### src/rtl/reorder_buffer.sv
// -----------------------------------------------------------------------------
// reorder_buffer
//   Circular in-order reorder buffer that sits between the decoder/CDB and the
//   register file. Each decoded instruction gets a ROB tag. Results broadcast
//   on the CDB are captured into their entries. At most one ready head entry
//   retires per cycle, and the retirement drives the register file's commit
//   triple (reg, tag, value). Tag 0 (ZERO_ROB) means "no producer", so live
//   tags are 1..ROB_SIZE-1.
//
// Optional feature macro: ROB_CDB_BYPASS_EN
//   When defined, an operand query that matches the tag on the CDB in the
//   current cycle returns that broadcast value at once. The query does not
//   wait for the value to reach the entry.
//
// Ports
//   clk, rst            clock, synchronous active-high reset
//   ena                 global enable (low = hold all state, no commit)
//   in_alloc_ena/rd     decoder allocation request and its destination reg
//   out_alloc_tag       tag granted to an allocation this cycle (= tail)
//   out_full            no free entry
//   in_cdb_ena/tag/value  result broadcast
//   in_query_tag1/2     operand producer tags from the decoder
//   out_query_ready1/2, out_query_value1/2  operand availability and value
//   out_commit_reg/tag/value  registered retirement triple (reg 0 = none)
// -----------------------------------------------------------------------------
`ifndef REG_WIDTH
`define REG_WIDTH 5
`endif
`ifndef ROB_WIDTH
`define ROB_WIDTH 4
`endif
`ifndef DATA_WIDTH
`define DATA_WIDTH 32
`endif

module reorder_buffer #(
    parameter int ROB_SIZE = 16  // must equal 2**`ROB_WIDTH
) (
    input  logic                   clk,
    input  logic                   rst,
    input  logic                   ena,
    input  logic                   in_alloc_ena,
    input  logic [`REG_WIDTH-1:0]  in_alloc_rd,
    output logic [`ROB_WIDTH-1:0]  out_alloc_tag,
    output logic                   out_full,
    input  logic                   in_cdb_ena,
    input  logic [`ROB_WIDTH-1:0]  in_cdb_tag,
    input  logic [`DATA_WIDTH-1:0] in_cdb_value,
    input  logic [`ROB_WIDTH-1:0]  in_query_tag1,
    input  logic [`ROB_WIDTH-1:0]  in_query_tag2,
    output logic                   out_query_ready1,
    output logic                   out_query_ready2,
    output logic [`DATA_WIDTH-1:0] out_query_value1,
    output logic [`DATA_WIDTH-1:0] out_query_value2,
    output logic [`REG_WIDTH-1:0]  out_commit_reg,
    output logic [`ROB_WIDTH-1:0]  out_commit_tag,
    output logic [`DATA_WIDTH-1:0] out_commit_value
);

    localparam logic [`ROB_WIDTH-1:0] ZERO_ROB  = '0;
    localparam logic [`ROB_WIDTH-1:0] FIRST_TAG = `ROB_WIDTH'(1);
    localparam logic [`ROB_WIDTH-1:0] LAST_TAG  = `ROB_WIDTH'(ROB_SIZE - 1);

    // Per-entry state
    logic [ROB_SIZE-1:0]    valid_q;
    logic [ROB_SIZE-1:0]    ready_q;
    logic [`REG_WIDTH-1:0]  rd_q    [ROB_SIZE];
    logic [`DATA_WIDTH-1:0] value_q [ROB_SIZE];

    logic [`ROB_WIDTH-1:0] head_q, head_d;
    logic [`ROB_WIDTH-1:0] tail_q, tail_d;
    logic [`ROB_WIDTH-1:0] count_q, count_d;

    logic [`REG_WIDTH-1:0]  commit_reg_q;
    logic [`ROB_WIDTH-1:0]  commit_tag_q;
    logic [`DATA_WIDTH-1:0] commit_value_q;

    logic do_alloc;
    logic do_wb;
    logic do_commit;

    // Pointers skip the reserved tag 0 when they wrap.
    function automatic logic [`ROB_WIDTH-1:0] next_ptr(input logic [`ROB_WIDTH-1:0] p);
        return (p == LAST_TAG) ? FIRST_TAG : p + FIRST_TAG;
    endfunction

    assign out_full         = (count_q == LAST_TAG);
    assign out_alloc_tag    = tail_q;
    assign out_commit_reg   = commit_reg_q;
    assign out_commit_tag   = commit_tag_q;
    assign out_commit_value = commit_value_q;

    // Every decision uses pre-edge state. An allocation while full is
    // rejected even if the head retires in the same cycle.
    always_comb begin
        do_alloc  = ena && in_alloc_ena && !out_full;
        do_wb     = ena && in_cdb_ena && valid_q[in_cdb_tag];  // tag 0 is never valid
        do_commit = ena && valid_q[head_q] && ready_q[head_q];

        head_d = do_commit ? next_ptr(head_q) : head_q;
        tail_d = do_alloc  ? next_ptr(tail_q) : tail_q;

        count_d = count_q;
        case ({do_alloc, do_commit})
            2'b10:   count_d = count_q + FIRST_TAG;
            2'b01:   count_d = count_q - FIRST_TAG;
            default: count_d = count_q;
        endcase
    end

    // NOTE: sequential state uses non-blocking assignments, so every
    // decision above sees the values from before the edge.
    always_ff @(posedge clk) begin
        if (rst) begin
            head_q         <= FIRST_TAG;
            tail_q         <= FIRST_TAG;
            count_q        <= '0;
            valid_q        <= '0;
            ready_q        <= '0;
            commit_reg_q   <= '0;
            commit_tag_q   <= '0;
            commit_value_q <= '0;
        end else if (ena) begin
            head_q  <= head_d;
            tail_q  <= tail_d;
            count_q <= count_d;
            // Tail never aliases a valid entry unless the buffer is full, and
            // allocation is blocked when full. The writes below therefore
            // never hit the same index.
            if (do_alloc) begin
                valid_q[tail_q] <= 1'b1;
                ready_q[tail_q] <= 1'b0;
            end
            if (do_wb) begin
                ready_q[in_cdb_tag] <= 1'b1;
            end
            if (do_commit) begin
                valid_q[head_q] <= 1'b0;
                commit_reg_q    <= rd_q[head_q];
                commit_tag_q    <= head_q;
                commit_value_q  <= value_q[head_q];
            end else begin
                commit_reg_q   <= '0;
                commit_tag_q   <= '0;
                commit_value_q <= '0;
            end
        end else begin
            // Holding still must not replay the last commit.
            commit_reg_q   <= '0;
            commit_tag_q   <= '0;
            commit_value_q <= '0;
        end
    end

    // NOTE: the rd/value payload storage has no reset. The valid/ready bits
    // gate every use of it, so clearing it would only cost logic.
    always_ff @(posedge clk) begin
        if (do_alloc) begin
            rd_q[tail_q] <= in_alloc_rd;
        end
        if (do_wb) begin
            value_q[in_cdb_tag] <= in_cdb_value;
        end
    end

    // Operand queries
    always_comb begin
        out_query_ready1 = valid_q[in_query_tag1] && ready_q[in_query_tag1];
        out_query_ready2 = valid_q[in_query_tag2] && ready_q[in_query_tag2];
        out_query_value1 = (in_query_tag1 == ZERO_ROB) ? '0 : value_q[in_query_tag1];
        out_query_value2 = (in_query_tag2 == ZERO_ROB) ? '0 : value_q[in_query_tag2];
`ifdef ROB_CDB_BYPASS_EN
        if (in_cdb_ena && (in_cdb_tag == in_query_tag1) && valid_q[in_query_tag1]) begin
            out_query_ready1 = 1'b1;
            out_query_value1 = in_cdb_value;
        end
        if (in_cdb_ena && (in_cdb_tag == in_query_tag2) && valid_q[in_query_tag2]) begin
            out_query_ready2 = 1'b1;
            out_query_value2 = in_cdb_value;
        end
`else
`endif
    end

endmodule

### config.mk
export PLATFORM = sky130hd
export DESIGN_NAME = reorder_buffer
export DESIGN_NICKNAME = d
export VERILOG_FILES = /design/src/rtl/reorder_buffer.sv
export SDC_FILE = /design/constraint.sdc
export NUM_CORES = 1
export LEC_CHECK = 0
export ABC_CLOCK_PERIOD_IN_PS = 5250
export CORE_MARGIN = 10
export CORE_UTILIZATION = 45
export CTS_CLUSTER_SIZE = 40
export DETAILED_ROUTE_END_ITERATION = 10
export HOLD_SLACK_MARGIN = 0.08
export PLACE_DENSITY = 0.7
export RECOVER_POWER = 50
export SETUP_SLACK_MARGIN = 0.02
export SYNTH_ARGS = -nofsm -noshare
export SYNTH_HDL_FRONTEND = slang
export SYNTH_SLANG_ARGS = --single-unit
export TNS_END_PERCENT = 10
### constraint.sdc
create_clock -name clk -period 5.25 [get_ports clk]
set_input_delay 1.3125 -clock clk [delete_from_list [all_inputs] [get_ports clk]]
set_output_delay 1.3125 -clock clk [all_outputs]
set_load 0.01 [all_outputs]
## Word level (Yosys, flattened, before mapping)

Memory sizes are Yosys's and may differ from the RTL's. A register that Yosys moved wholly into a read port is not among the register bits.
Cells that the tools add are included.

- Muxes and demuxes: 37
- Equal/unequal tests: 5
- Bitwise operators: 8
- Add/subtract/negate cells: 4
- Reductions and logical operators: 19
- Magnitude comparators: 8

Operators by type and width:

| cell | number |
|---|---|
| 2-to-1 mux 16 bit | 8 |
| 2-to-1 mux 32 bit | 2 |
| bitwise AND 16 bit | 2 |
| inverter 16 bit | 2 |
| bitwise OR 16 bit | 2 |
| binary-select mux 1 bit (select 4 bit) | 7 |
| less-than comparator 4 x 5 -> 1 bit, second input constant | 5 |
| 2-to-1 mux 1 bit | 14 |
| adder 4 x 1 -> 4 bit, second input constant | 3 |
| demux 1 bit (select 4 bit) | 3 |
| == test 4 bit, second input constant | 3 |
| >= comparator 4 x 1 -> 1 bit, second input constant | 3 |
| logical AND 1 bit | 11 |
| zero test 4 bit | 2 |
| 2-to-1 mux 4 bit | 2 |
| one-hot mux 4 bit (2 select lines) | 1 |
| AND reduction 2 bit | 3 |
| subtractor 4 x 1 -> 4 bit, second input constant | 1 |
| OR reduction 3 bit | 1 |
| == test 2 x 1 -> 1 bit, second input constant | 1 |
| == test 2 bit, second input constant | 1 |
| inverter 1 bit | 2 |
| nonzero test 2 bit | 1 |
| zero test 1 bit | 1 |

- Memories: 2
- Output and inout port bits: 112
- Bits in writable memories: 592
- Logic and storage cells: 89
- Register bits after elaboration: 48
- Bits of input ports: 54

Memories:

| memory | words | bits a word | rd ports | clocked after memory_dff | write ports | RTL line | source |
|---|---|---|---|---|---|---|---|
| value_q | 16 | 32 | 3 | 1 | 1 | 68 | `` logic [`DATA_WIDTH-1:0] value_q [ROB_SIZE]; `` |
| rd_q | 16 | 5 | 1 | 1 | 1 | 67 | `` logic [`REG_WIDTH-1:0] rd_q [ROB_SIZE]; `` |

## Longest topological paths before layout

- Depth after elaboration: 11
- Depth in mapped cells: 14

## Worst setup path before layout

OpenSTA, ideal clock, no wires.

- Path kind: input to register
- Start point: in in_cdb_tag[0]
- End point: mem value_q[4][0] (netlist name), enable pin
- Path buffers: 1
- Slack: 0.471 ns
- Data required time: 4.787 ns
- Stages: 4
- Setup time: 0.463 ns
- Data arrival time: 4.316 ns
- Cell sequence: clkbuf_1 > mux4_2 > nand3_1 > nor3_1

- Cells in the longest elaborated chain, start to end: 5

Ends and longest elaborated chain:

| item | RTL line | source |
|---|---|---|
| from (decl) | 47 | `` input logic [`ROB_WIDTH-1:0] in_cdb_tag, `` |
| binary-select mux 1 bit (select 4 bit) | 97 | `do_wb = ena && in_cdb_ena && valid_q[in_cdb_tag];` |
| 2-to-1 mux 1 bit (implied by the code) | 97 |  |
| logical AND 1 bit | 97 |  |
| 2-to-1 mux 1 bit | 161 | `if (do_wb) begin` |
| 2-to-1 mux 1 bit (implied by the code) | 162 | `value_q[in_cdb_tag] <= in_cdb_value;` |
| to (decl) | 68 |  |

Several ways; a longest one is shown, not always the timed one. The select of a mux whose other input is x is not followed.

## Final worst setup path

- Start point: in in_query_tag2[0]
- End point: out out_query_value2[1]

- Cells in the longest elaborated chain, start to end: 2
- Elaborated cells on any way between the ends: 3

Ends and longest elaborated chain:

| item | RTL line | source |
|---|---|---|
| from (decl) | 50 | `` input logic [`ROB_WIDTH-1:0] in_query_tag2, `` |
| memory read (16 x 32 bit) or zero test 4 bit (tied branches) | n/a |  |
| 2-to-1 mux 32 bit * | 171 | `out_query_value2 = (in_query_tag2 == ZERO_ROB) ? '0 : value_q[in_query_tag2];` |
| to (decl) | 54 | `` output logic [`DATA_WIDTH-1:0] out_query_value2, `` |

Every way passes the cells marked *; elsewhere a longest branch is shown, timed or not.

==> flow_summary.yaml <==
status:
  status: "complete, but fails checks"
  violations: "capacitance limit, slew limit"
layout:
  top_register: "value_q"
  areaGrowthSynthToFinish_pct: 17.14
  layout_commonest_cell: "edfxtp_1"
  drive_above_1_share_pct: 37.96
  nets: 1949
  largest_register_ffs: 512
  multi_input_area_um2: 13890
  fin_util_pct: 53.31
  regArea_um2: 19480
  fillers: 5668
  layout_common_cells: "edfxtp_1 (592), mux4_2 (516), nor2b_1 (105)"
  design_area_um2: 39820
routing:
  routed_wl_mm: 95.72
  detail_route.drc_violations: 0
  drt_iter0_markers: 2289
  routedWlPerCell_um: 32.80
  first_pass_iters: 6
  vias: 19580
  ant_nets: 0
  vias_per_cell: 6.709
synthesis:
  synth_fa_ha_area_share_pct: 0.4049
  ys_ff_latch: 677
  muxShareOfSynthArea_pct: 34.73
  syn_area_per_cell_um2: 19.94
  synth_top_family_by_area: "multiplexers"
  synth_cell_type_count: 51
  synth_edf_count: 592
  async_flop_share_pct: 0
  ys_warn_count: 0
  yosys.area_share.simple_pct: 3.850
  synth_top_area_share_pct: 52.29
  yosys.area.top_type: "edfxtp_1"
  synthFlopType: "edfxtp_1"
  synth_area_leaders: "edfxtp_1 (52%), mux4_2 (34%), dfxtp_1 (5.0%)"
  synth_compound_area_share_pct: 1.457
  syn_inst: 1705
  synth-xor-area-share_pct: 0.1803
  netlist_area_um2: 34000
  synth_nets: 1770
  synth-seq-area-share_pct: 57.30
sta:
  clock_skew_ns: 0.03055
  worst_pin_slew_ns: 1.642
  hold_viol: 0
  finalCriticalPeriod_ns: 5.021
  tns_ns: 0
  slew_headroom_pct: -9.496
  rsz0062_at_grt: "no"
  max_freq_mhz: 199.2
  final.period_utilization_pct: 95.64
  setup_viol: 0
  final.setup.worst_slack_ns: 0.2287
  drv_slew: 43
clock_network:
  cts_sinks: 677
  cts_inserted_buffers: 74
  cts_setup_buffers: 0
  root_buffer: "clkbuf_16"
  h-tree-depth: 3
  clk_latency_ns: 0.63
  ctsHoldBuffers: 0
  clk_pin_slew_worst_paths_ns: 0.05
  clockBufferDepth: 3
  cts_tree: "done"
  ctsResizeCount: 0
worst_setup_path:
  timing.rr.end: "count_q[3]"
  path_buf_inv: 3
  cp_data_required_time_ns: 3.94
  crit_slowest_cell: "mux4_2"
  crit_fanout: 27
  crit_family: "buffers and inverters"
  worst_setup_path_end_kind: "output pin"
  cp-start-kind: "input pin"
  ff2ff_path_depth: 9
  worstPathCellList: "clkbuf_8 -> buf_12 -> mux4_2 -> mux4_2 -> nor2b_1 -> clkdlybuf4s50_1"
  cp_slowest_stage_delay_ns: 0.55
  crit_path_frequent_cell: "mux4_2"
  cp-endpoint: "out_query_value2[1]"
  r2r_setup_slack_ns: 0.96
  path_depth: 6
  rr_startpoint: "head_q[0]"
  cp.arrival_ns: 3.71
  crit_start: "in_query_tag2[0]"
  critPathKind: "in -> out"
placement:
  gp_congestion: 0.8949
  dpl.hpwl_mm: 57.46
  place_ws_ns: 0.2098
  port-buffer-count: 165
  place_area_um2: 37370
die:
  io_pins: 166
  rows: 100
  start_util_pct: 45.51
  dieHeight_um: 294.9
  die_area_um2: 86940
  coreArea_um2: 74700
  die_w_um: 294.9
pwr:
  clockPowerShare_pct: 44.1
  combinationalPowerShare_pct: 7.3
  fin_total_pwr_uw: 12070
  powerDensity_nw_per_um2: 303.0
  swShare_pct: 21.60
  seqPwrFrac_pct: 48.6
  ir_worst_vdd_v: 0.0002007
  p_sw_uw: 2606
  p_int_uw: 9459
  leakage_uw: 0.01272
grt:
  antenna_found_initial: 13
  grt_pass1_vias: 20570
  grt_pass1_wl_mm: 141.6
  grtUsageTotal_pct: 22.24
  gr-total-overflow: 0
  grt_max_degree: 73
worst_hold_path:
  min_path_type: "reg -> reg"
run:
  max-cap-violations: 1
worst min path at each step:
stage / startpoint / cells after the start / end / slack [ns]
floorplan: valid_q[0] / 2 / valid_q[0] / 0.47
global placement: count_q[3] / 2 / count_q[3] / 0.49
detailed placement: count_q[3] / 2 / count_q[3] / 0.50
CTS: count_q[3] / 2 / count_q[3] / 0.51
global route: ready_q[10] / 2 / ready_q[10] / 0.55
finish: count_q[3] / 2 / count_q[3] / 0.52
through the flow:
stage	hold slack (ns)	std cells
2_1_floorplan	0.4677	1705
3_3_place_gp	0.4893	2777
3_5_place_dp	0.5007	2777
4_1_cts	0.5145	2913
5_1_grt	0.5490	2914
6_report	0.5163	2918
area by class of cell:
type                            instances  share of cell area [%]
Sequential cell                       677                   48.93
Multi-Input combinational cell        861                   34.89
Timing Repair Buffer                  244                   6.620
Clock buffer                          100                   5.153
Tap cell                              969                   3.045
Clock inverter                         36                   1.078
Inverter                               26                  0.2482
Antenna cell                            5                 0.03142
worst min-delay path, cell delays in order, from the launching register on:
cell,delay (ns)
dfxtp_1,0.33
xor2_1,0.07
nor2_1,0.08
synth_stat cells (all sizes together) (2+ instances only):
cell type and count:
a211oi 6, a21boi 2, a21o 2, a21oi 20, a221oi 3, a311oi 10, and2 4, and3 3
and3b 2, and4 2, buf 71, clkbuf 70, dfxtp 85, edfxtp 592, ha 11, inv 26
mux2 2, mux2i 8, mux4 519, nand2 26, nand2b 4, nand3 18, nand3b 4, nand4 3
nor2 56, nor2b 105, nor3 7, nor4 5, o211ai 10, o21a 4, o21ai 8, xnor2 4
xor2 3
layer usage:
| layer | part of all wire [%] | global-route usage (%) |
|---|---|---|
| met2 | 49 | 35.93 |
| met4 | 2.8 | 7.306 |
| met5 | 0.052 | 0 |
| met3 | 11 | 5.696 |
| met1 | 37 | 29.20 |
power groups by stage:
stage / Sequential [uW] / Combinational [uW] / Clock, uW
after floorplan: 5970 / 486 / 0
after global placement: 5970 / 885 / 0
after detailed placement: 5970 / 896 / 0
after CTS: 5860 / 898 / 5410
after global routing: 5860 / 935 / 5640
final: 5860 / 882 / 5320
cell families (layout without fill, tap and decap cells):
| family | Yosys count | count (layout) |
|---|---|---|
| other cells | 0 | 5 |
| compound gates | 72 | 72 |
| mux | 529 | 529 |
| xor+xnor | 7 | 7 |
| fa+ha+maj | 11 | 11 |
| flops | 677 | 677 |
| simple gates | 242 | 242 |
| buf+inv | 167 | 406 |
No activity file was read; power rests on OpenSTA's default activity.
